File: src/rtl/ic_refill_responder.sv
// Purpose  : L2-side instruction-cache line refill. Fetches one B-byte line as NB = B/8
//            in-order 64-bit beats into a local buffer, then streams it to the set.
// Latency  : memory always ready, response latency L -> miss to first grant = NB + L + 1
//            cycles; grant is then high for exactly NB consecutive cycles.
// Backpress: memory requests wait on mem_ready_i and at most NB are ever outstanding.
//            The stream is never paused; the set drops ic_miss_i to abandon a fill.
//
// Ports:
//   clk_i, reset_ni                  clock; asynchronous active-low reset
//   ic_miss_i, ic_miss_addr_i        miss request and PC of the missing fetch
//   ic_repl_grant_o, rep_word_o      refill grant and current beat (0 when no grant)
//   mem_req_o, mem_addr_o            backing-memory read request, 8-byte aligned address
//   mem_ready_i                      request accepted when mem_req_o && mem_ready_i
//   mem_rvalid_i, mem_rdata_i        in-order read responses
//   refill_cnt_o, stall_cnt_o        performance counters, only with IC_REFILL_PERF_EN
//
// Optional feature macro: IC_REFILL_PERF_EN adds the two saturating 32-bit counters.

module ic_refill_responder #(
   parameter int B      = 64,
   parameter int ADDR_W = 32
) (
   input  logic              clk_i,
   input  logic              reset_ni,
   input  logic              ic_miss_i,
   input  logic [ADDR_W-1:0] ic_miss_addr_i,
   output logic              ic_repl_grant_o,
   output logic [63:0]       rep_word_o,
   output logic              mem_req_o,
   output logic [ADDR_W-1:0] mem_addr_o,
   input  logic              mem_ready_i,
   input  logic              mem_rvalid_i,
   input  logic [63:0]       mem_rdata_i
`ifdef IC_REFILL_PERF_EN
   ,
   output logic [31:0]       refill_cnt_o,
   output logic [31:0]       stall_cnt_o
`endif
);

   localparam int NB = B / 8;          // beats per line
   localparam int LB = $clog2(B);      // byte-offset bits within a line
   localparam int IW = $clog2(NB);     // beat index width
   localparam int CW = IW + 1;         // counters must be able to hold NB itself

   localparam logic [CW-1:0] NB_C = CW'(NB);
   localparam logic [CW-1:0] LAST = CW'(NB - 1);

   typedef enum logic [3:0] {
      S_IDLE   = 4'b0001,
      S_FETCH  = 4'b0010,
      S_DRAIN  = 4'b0100,
      S_STREAM = 4'b1000
   } state_t;

   state_t              state_q, state_d;
   logic [CW-1:0]       iss_q, iss_d;      // requests accepted by memory
   logic [CW-1:0]       rcv_q, rcv_d;      // responses consumed
   logic [CW-1:0]       k_q, k_d;          // stream beat index
   logic [ADDR_W-1:0]   base_q, base_d;    // line-aligned base of the refill
   logic [63:0]         line_buf [NB];

   logic                accept;
   logic                resp_ok;
   logic                line_hit;
   logic                fetch_abort;
   logic [CW-1:0]       iss_inc;
   logic [CW-1:0]       rcv_inc;

   // The byte offset within the line never matters; only the line number is compared.
   logic                unused_offset;
   assign unused_offset = ^ic_miss_addr_i[LB-1:0];

   // ------------------------------------------------------------------
   // Request / response bookkeeping
   // ------------------------------------------------------------------
   assign mem_req_o  = (state_q == S_FETCH) && (iss_q < NB_C);
   assign mem_addr_o = mem_req_o ? (base_q + ADDR_W'({iss_q, 3'b000})) : '0;
   assign accept     = mem_req_o && mem_ready_i;

   // Responses only count while something is outstanding; a response with
   // rcv == iss is a memory protocol error (or a leftover from before a reset)
   // and is dropped. Outside FETCH/DRAIN nothing is in flight from our side.
   assign resp_ok = mem_rvalid_i && (rcv_q != iss_q) &&
                    ((state_q == S_FETCH) || (state_q == S_DRAIN));

   assign iss_inc = iss_q + {{(CW-1){1'b0}}, accept};
   assign rcv_inc = rcv_q + {{(CW-1){1'b0}}, resp_ok};

   // The set has abandoned this line if it stopped missing or now misses a different line.
   assign line_hit    = (ic_miss_addr_i[ADDR_W-1:LB] == base_q[ADDR_W-1:LB]);
   assign fetch_abort = !ic_miss_i || !line_hit;

   // ------------------------------------------------------------------
   // Next-state logic
   // ------------------------------------------------------------------
   always_comb begin
      state_d = state_q;
      iss_d   = iss_q;
      rcv_d   = rcv_q;
      k_d     = k_q;
      base_d  = base_q;

      unique case (state_q)
         S_IDLE: begin
            if (ic_miss_i) begin
               base_d  = {ic_miss_addr_i[ADDR_W-1:LB], {LB{1'b0}}};
               iss_d   = '0;
               rcv_d   = '0;
               state_d = S_FETCH;
            end
         end

         S_FETCH: begin
            iss_d = iss_inc;
            rcv_d = rcv_inc;
            if (fetch_abort) begin
               // mem_req_o is still high this cycle, so a request accepted now is
               // already counted in iss_inc and its response must be drained too.
               state_d = (iss_inc != rcv_inc) ? S_DRAIN : S_IDLE;
            end else if (resp_ok && (rcv_q == LAST)) begin
               k_d     = '0;
               state_d = S_STREAM;
            end
         end

         S_DRAIN: begin
            rcv_d = rcv_inc;
            if (rcv_inc == iss_q) begin
               state_d = S_IDLE;
            end
         end

         S_STREAM: begin
            k_d = k_q + CW'(1);
            // A dropped miss ends the burst; the set has already discarded its partial fill.
            if (!ic_miss_i || (k_q == LAST)) begin
               state_d = S_IDLE;
            end
         end

         default: begin
            state_d = S_IDLE;
         end
      endcase
   end

   // ------------------------------------------------------------------
   // State registers
   // ------------------------------------------------------------------
   always_ff @(posedge clk_i or negedge reset_ni) begin
      if (!reset_ni) begin
         state_q <= S_IDLE;
         iss_q   <= '0;
         rcv_q   <= '0;
         k_q     <= '0;
         base_q  <= '0;
      end else begin
         state_q <= state_d;
         iss_q   <= iss_d;
         rcv_q   <= rcv_d;
         k_q     <= k_d;
         base_q  <= base_d;
      end
   end

   // Line buffer: contents are meaningless until a fill completes, so no reset.
   always_ff @(posedge clk_i) begin
      if ((state_q == S_FETCH) && resp_ok) begin
         line_buf[rcv_q[IW-1:0]] <= mem_rdata_i;
      end
   end

   // ------------------------------------------------------------------
   // Refill stream
   // ------------------------------------------------------------------
   assign ic_repl_grant_o = (state_q == S_STREAM);
   assign rep_word_o      = ic_repl_grant_o ? line_buf[k_q[IW-1:0]] : 64'd0;

`ifdef IC_REFILL_PERF_EN
   // ------------------------------------------------------------------
   // Performance counters (saturating)
   // ------------------------------------------------------------------
   logic [31:0] refill_cnt_q;
   logic [31:0] stall_cnt_q;

   always_ff @(posedge clk_i or negedge reset_ni) begin
      if (!reset_ni) begin
         refill_cnt_q <= '0;
         stall_cnt_q  <= '0;
      end else begin
         // A STREAM is complete once its last beat has been presented.
         if ((state_q == S_STREAM) && (k_q == LAST) && (refill_cnt_q != 32'hFFFF_FFFF)) begin
            refill_cnt_q <= refill_cnt_q + 32'd1;
         end
         // Cycles the set spends waiting on the backing memory.
         if (((state_q == S_FETCH) || (state_q == S_DRAIN)) && ic_miss_i &&
             (stall_cnt_q != 32'hFFFF_FFFF)) begin
            stall_cnt_q <= stall_cnt_q + 32'd1;
         end
      end
   end

   assign refill_cnt_o = refill_cnt_q;
   assign stall_cnt_o  = stall_cnt_q;
`endif

endmodule
File: config.mk
export PLATFORM = sky130hd
export DESIGN_NAME = ic_refill_responder
export DESIGN_NICKNAME = d
export VERILOG_FILES = /design/src/rtl/ic_refill_responder.sv
export SDC_FILE = /design/constraint.sdc
export NUM_CORES = 1
export LEC_CHECK = 0
export BUFFER_PORTS_ARGS = -buffer_cell sky130_fd_sc_hd__buf_4
export CELL_PAD_IN_SITES_DETAIL_PLACEMENT = 1
export CELL_PAD_IN_SITES_GLOBAL_PLACEMENT = 2
export CORE_MARGIN = 5
export CORE_UTILIZATION = 49
export CTS_CLUSTER_SIZE = 8
export DETAILED_ROUTE_END_ITERATION = 16
export PLACE_DENSITY_LB_ADDON = 0.1
export SYNTH_ARGS = -nofsm -noshare
export SYNTH_HDL_FRONTEND = slang
export SYNTH_SLANG_ARGS = --single-unit
File: constraint.sdc
create_clock -name clk_i -period 14 [get_ports clk_i]
set_input_delay 2.8 -clock clk_i [delete_from_list [all_inputs] [get_ports clk_i]]
set_output_delay 2.8 -clock clk_i [all_outputs]
set_load 0.01 [all_outputs]
# Yosys cells after proc, flatten, opt, wreduce, memory -nomap -nowiden
# Memories as Yosys holds them, arrays and structs flattened.
# Cells that the tools add are included.
[word_totals] ff_bits=42 ram_bits=512 input_bits=101 output_inout_bits=98 wordCells=64 memories=1
[mem_list] name="line_buf" words=8 width=64 read_ports=1 rd_ports_with_merged_regs=0 wr=1 line="61" source="logic [63:0] line_buf [NB];"
[op_classes] n_addsub=4 order_cmp=1 eq_ne=16 mux=17 n_reduce_logical=20
[op_table] cell="$mux 64" n=1
[op_table] cell="$add 32x7->32" n=1
[op_table] cell="$mux 32" n=1
[op_table] cell="$mux 4" n=8
[op_table] cell="$eq 26x26->1" n=1
[op_table] cell="$pmux 4 s2" n=3
[op_table] cell="$pmux 4 s4" n=1
[op_table] cell="$eq 4x3->1 const B" n=3
[op_table] cell="$add 4x1->4" n=2
[op_table] cell="$ne 4x4->1" n=2
[op_table] cell="$logic_and 1x1->1" n=6
[op_table] cell="$ne 2x1->1 const B" n=3
[op_table] cell="$reduce_and 2->1" n=3
[op_table] cell="$reduce_bool 2->1" n=3
[op_table] cell="$add 4x1->4 const B" n=1
[op_table] cell="$eq 4x1->1 const B" n=1
[op_table] cell="$eq 4x2->1 const B" n=1
[op_table] cell="$eq 4x4->1" n=1
[op_table] cell="$eq 4x4->1 const B" n=1
[op_table] cell="$lt 4x4->1 const B" n=1
[op_table] cell="$ne 2x2->1 const B" n=2
[op_table] cell="$reduce_and 4->1" n=1
[op_table] cell="$logic_or 1x1->1" n=3
[op_table] cell="$mux 3" n=1
[op_table] cell="other kinds (5)" n=7

# Longest topological paths before layout
# Gate-level depths: netlist (run 1).
[logic_depth] depth_word=8 depth_mapped=11 mapped_depth_nobuf=9

# Least setup slack after synthesis (run 1)
# No wires, ideal clock.
[synth_path] path_type="input port to flip-flop" start="input port mem_rvalid_i" end="memory line_buf[0][0] (enable)" t_arrival_ps=7632 t_required_ps=13435 slack_ps=5803 stages=3 path_buffers=0 path_cell_list="o41ai_2 > or3_1 > nor3_1"
[synth_via] elab_chain_cells=5
[synth_lines] item="start, declared" line="32" source="input logic mem_rvalid_i,"
[synth_lines] item="$logic_and 1x1->1 (2 in a row)" line="84" source="assign resp_ok = mem_rvalid_i && (rcv_q != iss_q) &&"
[synth_lines] item="$logic_and 1x1->1" line="169" source="if ((state_q == S_FETCH) && resp_ok) begin"
[synth_lines] item="$mux 1" line="169"
[synth_lines] item="$mux 1 (not written as such)" line="170" source="line_buf[rcv_q[IW-1:0]] <= mem_rdata_i;"
[synth_lines] item="end, declared" line="61"
# Every way passes these cells.

# Final worst setup path (run 1)
[layout_path] start="register k_q[1]" end="output port rep_word_o[63]"
[layout_via] elab_chain_cells=2
[layout_lines] item="start, declared" line="59" source="logic [CW-1:0] k_q, k_d;"
[layout_lines] item="start signal, assigned" line="162" source="k_q <= k_d;"
[layout_lines] item="$mem_v2 8x64"
[layout_lines] item="$mux 64" line="178" source="assign rep_word_o = ic_repl_grant_o ? line_buf[k_q[IW-1:0]] : 64'd0;"
[layout_lines] item="end, declared" line="28" source="output logic [63:0] rep_word_o,"
# Every way passes these cells.

==> impl_metrics.tcl, run 1 <==
set metrics [dict create \
    status "finished clean" \
    die_w_um 224 \
    number_of_antenna_violations_at_the_first_check_in_global_routing 4 \
    detailroute.via_count 11300 \
    syn_to_final_growth_pct 18.7 \
    fin_skew_ns 0.0146 \
    num-fill-cells 3962 \
    power.share.sequential_pct 49.9 \
    cts_tree "done" \
    ctsRootBufferMaster "sky130_fd_sc_hd__clkbuf_16" \
    postCtsResizedCells 0 \
    detail_route.wl_per_cell_um 25.3 \
    cellInternalPower_uw 3010 \
    finalNonFillerCells 1992 \
    grt_use_total_pct 20.5 \
    post_synth_inst_count 1152 \
    io_pins 199 \
    drt_first_pass_iters 5 \
    timing.setup.tns_ns 0 \
    mostFrequentLayoutCells "512 x sky130_fd_sc_hd__edfxtp_1, 205 x sky130_fd_sc_hd__buf_4, 128 x sky130_fd_sc_hd__mux4_2" \
    placed_area_mm2 0.0245 \
    max_cap_viols 0 \
    dieHeight_um 224 \
    hold_slack_ns 0.558 \
    layout.cells.most_common "sky130_fd_sc_hd__edfxtp_1" \
    timing.final.hold_violations 0 \
    placement_rows 78 \
    timing.slew.headroom_pct 29.2 \
    worst_setup_hold_path_clk_slew_ns 0.05 \
    synth-edff-count 512 \
    post_synth.cell_area_avg_um2 19.5 \
    timing.fmax_mhz 153 \
    leakage_uw 0.00967 \
    synth_seq_area_share_pct 73.2 \
    critical_path_peak_fanout 46 \
    cts-htree-levels 3 \
    die_area_mm2 0.0502 \
    synth_flop_cell "sky130_fd_sc_hd__edfxtp_1" \
    worst-setup-path-type "reg -> out" \
    ys.warnings.count 0 \
    drt_iter0_markers 797 \
    grt_max_degree 70 \
    gpl.final_weighted_congestion 0.719 \
    placed_cell_count 1893 \
    worstSetupStartpointType "flip-flop" \
    cts_made_buffers 79 \
    number_of_port_buffers 189 \
    worst_slew_pin_slew_ns 1.06 \
    setup-violations-final 0 \
    final-max-slew-violation-count 0 \
    drive_gt1_share_pct 31.7 \
    critPathRequiredTime_ns 11.20 \
    cts_hold_buffers 0 \
    grt_first_pass_wirelength_mm 77.9 \
    ctsLongestPathBuffers 3 \
    swShare_pct 22.0 \
    synth.ff_latch_count 554 \
    power_density_relative_to_cell_area_mw_per_mm2 145 \
    ant_nets 0 \
    irDropWorstVdd_v 0.000121 \
    post-cts-setup-buffer-count 0 \
    total_power_uw 3860 \
    cp.arrival_ns 3.72 \
    first_global_vias 12500 \
    dp_hpwl_mm 28.0 \
    global_route.overflow_total 0 \
    drt-total-wl_mm 50.5 \
    clock_latency_ns 0.59 \
    start_util_pct 49.4 \
    post_synth_num_cell_types 48 \
    post_synth_instance_area_mm2 0.0224 \
    min_period_over_period_pct 46.6 \
    switchingPower_uw 847 \
    core_area_mm2 0.0454 \
    ys_async_sr_fraction_pct 7.58 \
    post_drt_via_cell_ratio 5.65 \
    post-route-drc-count 0 \
    grt_setup_unrepaired "false" \
    clock-sinks 554 \
    min-delay-path-class "reg -> reg" \
    power.share.combinational_pct 6.8 \
    pwr-share-clk_pct 43.3 \
    cp-end-kind "output pin" \
    final.min_clock_period_ns 6.52 \
    design.final.nets 1482 \
    design_area_mm2 0.0266 \
]
==> cells in the mapped netlist (all sizes together) (3+ instances only) <==
| cell | instances | area (µm²) |
|---|---|---|
| nand3 | 19 | 95.1 |
| nand2b | 12 | 75.1 |
| mux2 | 25 | 282 |
| nor2 | 99 | 372 |
| nand4 | 16 | 100 |
| o2111ai | 3 | 26.3 |
| nand2 | 24 | 90.1 |
| dfrtp | 41 | 1030 |
| clkbuf | 27 | 101 |
| and4 | 8 | 70.1 |
| nor3 | 5 | 25.0 |
| buf | 39 | 193 |
| nor4 | 4 | 25.0 |
| and2 | 9 | 56.3 |
| mux2i | 64 | 641 |
| mux4 | 128 | 2880 |
| inv | 4 | 15.0 |
| nor4b | 3 | 45.0 |
| and3 | 8 | 50.1 |
| xor2 | 29 | 254 |
| ha | 7 | 87.6 |
| o21ai | 11 | 55.1 |
| edfxtp | 512 | 15400 |
| xnor2 | 32 | 288 |
==> cell families after synthesis <==
logic type      after synthesis  synth area share (%)
simple gates                216                  4.76
flops                       554                  73.2
buf+inv                      70                  1.38
other cells                   1                0.0167
xor+xnor                     62                  2.51
fa+ha+maj                     7                 0.390
mux                         217                  17.0
compound gates               25                 0.775
==> power groups by stage <==
stage          Combinational, µW  Clock, µW  Sequential [µW]
6_report                     263       1670             1930
5_1_grt                      293       1790             1930
4_1_cts                      270       1710             1920
3_5_place_dp                 268          0             1960
3_3_place_gp                 262          0             1950
2_1_floorplan                176          0             1930
==> final timing paths <==
check                      startpoint         endpoint  slack, ns  depth (start not counted)
min                         base_q[6]        base_q[6]       0.56                          1
min in group asynchronous    reset_ni       base_q[10]       2.22                          1
max                            k_q[1]   rep_word_o[63]       7.48                          6
min reg2reg                 base_q[6]        base_q[6]       0.56                          1
max in group asynchronous    reset_ni           k_q[2]      11.31                          1
max reg2reg                state_q[2]  line_buf[6][34]      10.29                          4
==> layer usage <==
layer / routed length, µm / share of wire, % / GRT usage [%]
met5: 45 / 0.089 / 0
met4: 767 / 1.5 / 5.59
met3: 2300 / 4.5 / 4.17
met2: 25000 / 49 / 33.3
met1: 22400 / 44 / 28.9
==> layout make-up <==
class                   instances  area (µm²)  area share, %
flip-flops and latches        554       16400           61.7
multi-input cells             530        5760           21.6
clock buffers                  93        2080           7.82
repair buffers                205        1540           5.78
well taps                     600         751           2.82
clock inverters                 4        41.3          0.155
inverters                       4        15.0         0.0564
diodes                          2        5.00         0.0188
==> flip-flops by register name, indices dropped and copies added (netlist names) <==
name and count:
state_q 4, iss_q 4, rcv_q 4, base_q 26, line_buf 512, k_q 4
==> critical path, stage by stage, from the launching register on <==
cell and delay [ns]:
sky130_fd_sc_hd__dfrtp_4 0.81, sky130_fd_sc_hd__buf_4 0.67, sky130_fd_sc_hd__buf_4 0.68, sky130_fd_sc_hd__mux4_2 0.42
sky130_fd_sc_hd__mux2i_1 0.20, sky130_fd_sc_hd__nor2_1 0.10, sky130_fd_sc_hd__buf_4 0.21
==> through the flow <==
stage,util [%],setup WS (ns)
global placement,54.0,7.95
global route,58.7,7.24
finish,58.7,7.48
floorplan,-,5.80
CTS,58.7,7.31
detailed placement,54.0,7.97
No activity file was read; power rests on OpenSTA's default activity.
==> run 2, diff against run 1 <==
- CORE_UTILIZATION: 49 -> 41
- clock period: 14 -> 5.9 ns (I/O delays scaled with it)
==> impl_metrics.tcl, run 2 (same netlist as run 1, synthesis figures left out) <==
set metrics [dict create \
    ant_nets 0 \
    largest_register_ff_count 512 \
    grt_max_degree 107 \
    first_global_vias 12500 \
    design.final.nets 1488 \
    ctsRootBufferMaster "sky130_fd_sc_hd__clkbuf_16" \
    finalNonFillerCells 2093 \
    timing.slew.headroom_pct 29.3 \
    flop_to_flop_setup_slack_ns 2.49 \
    swShare_pct 21.8 \
    irDropWorstVdd_v 0.000256 \
    dp_hpwl_mm 28.7 \
    worstReg2RegEnd "state_q[2]" \
    grt_setup_unrepaired "false" \
    syn_to_final_growth_pct 20.1 \
    worstSetupStartpointType "flip-flop" \
    cts-htree-levels 3 \
    switchingPower_uw 2010 \
    worst_path_most_repeated_cell "sky130_fd_sc_hd__buf_4" \
    timing.final.hold_violations 0 \
    cts_hold_buffers 0 \
    detailroute.via_count 11300 \
    timing.setup.tns_ns 0 \
    die_area_mm2 0.0595 \
    detail_route.wl_per_cell_um 24.6 \
    cts_made_buffers 79 \
    critPathRequiredTime_ns 4.72 \
    post-route-drc-count 0 \
    hold_path_startpoint "base_q[6]" \
    clock-sinks 554 \
    ff2ff_path_depth 10 \
    wl_met1_mm 22.1 \
    crit_chain "buf_4 > mux4_2 > mux2i_1 > nor2_1 > buf_4" \
    critPathLaunch "k_q[0]" \
    clock_latency_ns 0.59 \
    layout.cells.most_common "sky130_fd_sc_hd__edfxtp_1" \
    timing.fmax_mhz 232 \
    post_drt_via_cell_ratio 5.40 \
    placed_area_mm2 0.0248 \
    number_of_antenna_violations_at_the_first_check_in_global_routing 2 \
    met2WireLength_mm 26.1 \
    worst-setup-path-type "reg -> out" \
    drive_gt1_share_pct 32.0 \
    pwr-share-clk_pct 43.6 \
    cp_top_family "flip-flops" \
    die_w_um 244 \
    gpl.final_weighted_congestion 0.727 \
    design_area_mm2 0.0269 \
    min_period_over_period_pct 73.1 \
    route.met3.wl_mm 2.39 \
    worst_setup_hold_path_clk_slew_ns 0.05 \
    dieHeight_um 244 \
    number_of_port_buffers 189 \
    start_util_pct 41.5 \
    placed_cell_count 1995 \
    ctsLongestPathBuffers 3 \
    io_pins 199 \
    final.min_clock_period_ns 4.31 \
    fin_skew_ns 0.0140 \
    max_cap_viols 0 \
    timing.critical_path.buf_inv 2 \
    placement_rows 85 \
    grt_use_total_pct 17.4 \
    drt-total-wl_mm 51.5 \
    status "finished clean" \
    mostFrequentLayoutCells "512 x sky130_fd_sc_hd__edfxtp_1, 205 x sky130_fd_sc_hd__buf_4, 128 x sky130_fd_sc_hd__mux4_2" \
    highest_routed_layer "met5" \
    drt_iter0_markers 670 \
    worstSetupEndpoint "rep_word_o[48]" \
    grt_first_pass_wirelength_mm 78.5 \
    critical_path_peak_fanout 41 \
    cp_num_cells 5 \
    drt_first_pass_iters 4 \
    cpPeakStageDelay_ns 1.00 \
    leakage_uw 0.00976 \
    final-max-slew-violation-count 0 \
    min-delay-path-class "reg -> reg" \
    global_route.overflow_total 0 \
    cts_tree "done" \
    worst_slew_pin_slew_ns 1.06 \
    cellInternalPower_uw 7210 \
    cp.arrival_ns 3.13 \
    cp-end-kind "output pin" \
    power_density_relative_to_cell_area_mw_per_mm2 342 \
    post-cts-setup-buffer-count 0 \
    postCtsResizedCells 0 \
    cell_with_the_biggest_individual_delay_on_the_critical_path "sky130_fd_sc_hd__dfrtp_4" \
    core_area_mm2 0.0540 \
    power.share.sequential_pct 49.6 \
    power.share.combinational_pct 6.8 \
    startpoint_of_the_worst_slack_reg_to_reg_timing_path "state_q[0]" \
    setup-violations-final 0 \
]
run 2: worst min path at each step:
| stage | endpoint | slack, ns | depth (start not counted) |
|---|---|---|---|
| 3_3_place_gp | base_q[6] | 0.53 | 1 |
| 5_1_grt | base_q[6] | 0.58 | 1 |
| 6_report | base_q[6] | 0.54 | 1 |
| 3_5_place_dp | base_q[6] | 0.54 | 1 |
| 2_1_floorplan | iss_q[2] | 0.49 | 1 |
| 4_1_cts | base_q[6] | 0.55 | 1 |
run 2: power by group through the flow:
| stage | logic (µW) | clock network, µW | registers [µW] |
|---|---|---|---|
| final | 623 | 4020 | 4580 |
| after global routing | 694 | 4340 | 4590 |
| after CTS | 638 | 4150 | 4570 |
| after detailed placement | 633 | 0 | 4650 |
| after global placement | 625 | 0 | 4640 |
| after floorplan | 419 | 0 | 4580 |
run 2: per-layer routing:
| layer | global-route usage [%] | vias to the layer above |
|---|---|---|
| li1 | - | 5048 |
| met1 | 22.8 | 5942 |
| met2 | 29.6 | 230 |
| met3 | 3.92 | 74 |
| met4 | 4.56 | 4 |
| met5 | 0 | - |
run 2: final cells by class:
type                       instances  area [µm²]
clock inverter                     3        66.3
multi-input combinational        530        5780
timing repair buffer             211        1660
sequential                       554       16400
antenna                            2        5.00
clock buffer                      93        2100
tap                              696         871
inverter                           4        15.0
fill                            4904       27100
run 2: per-stage QoR:
step / power [µW] / util [%] / hold WS [ns] / setup slack [ns]
global placement: 5270 / 45.8 / 0.534 / 2.14
finish: 9220 / 49.9 / 0.545 / 1.59
detailed placement: 5280 / 45.8 / 0.539 / 2.08
floorplan: 5000 / - / 0.495 / 1.05
CTS: 9360 / 49.9 / 0.550 / 1.42
global route: 9620 / 49.9 / 0.576 / 1.29
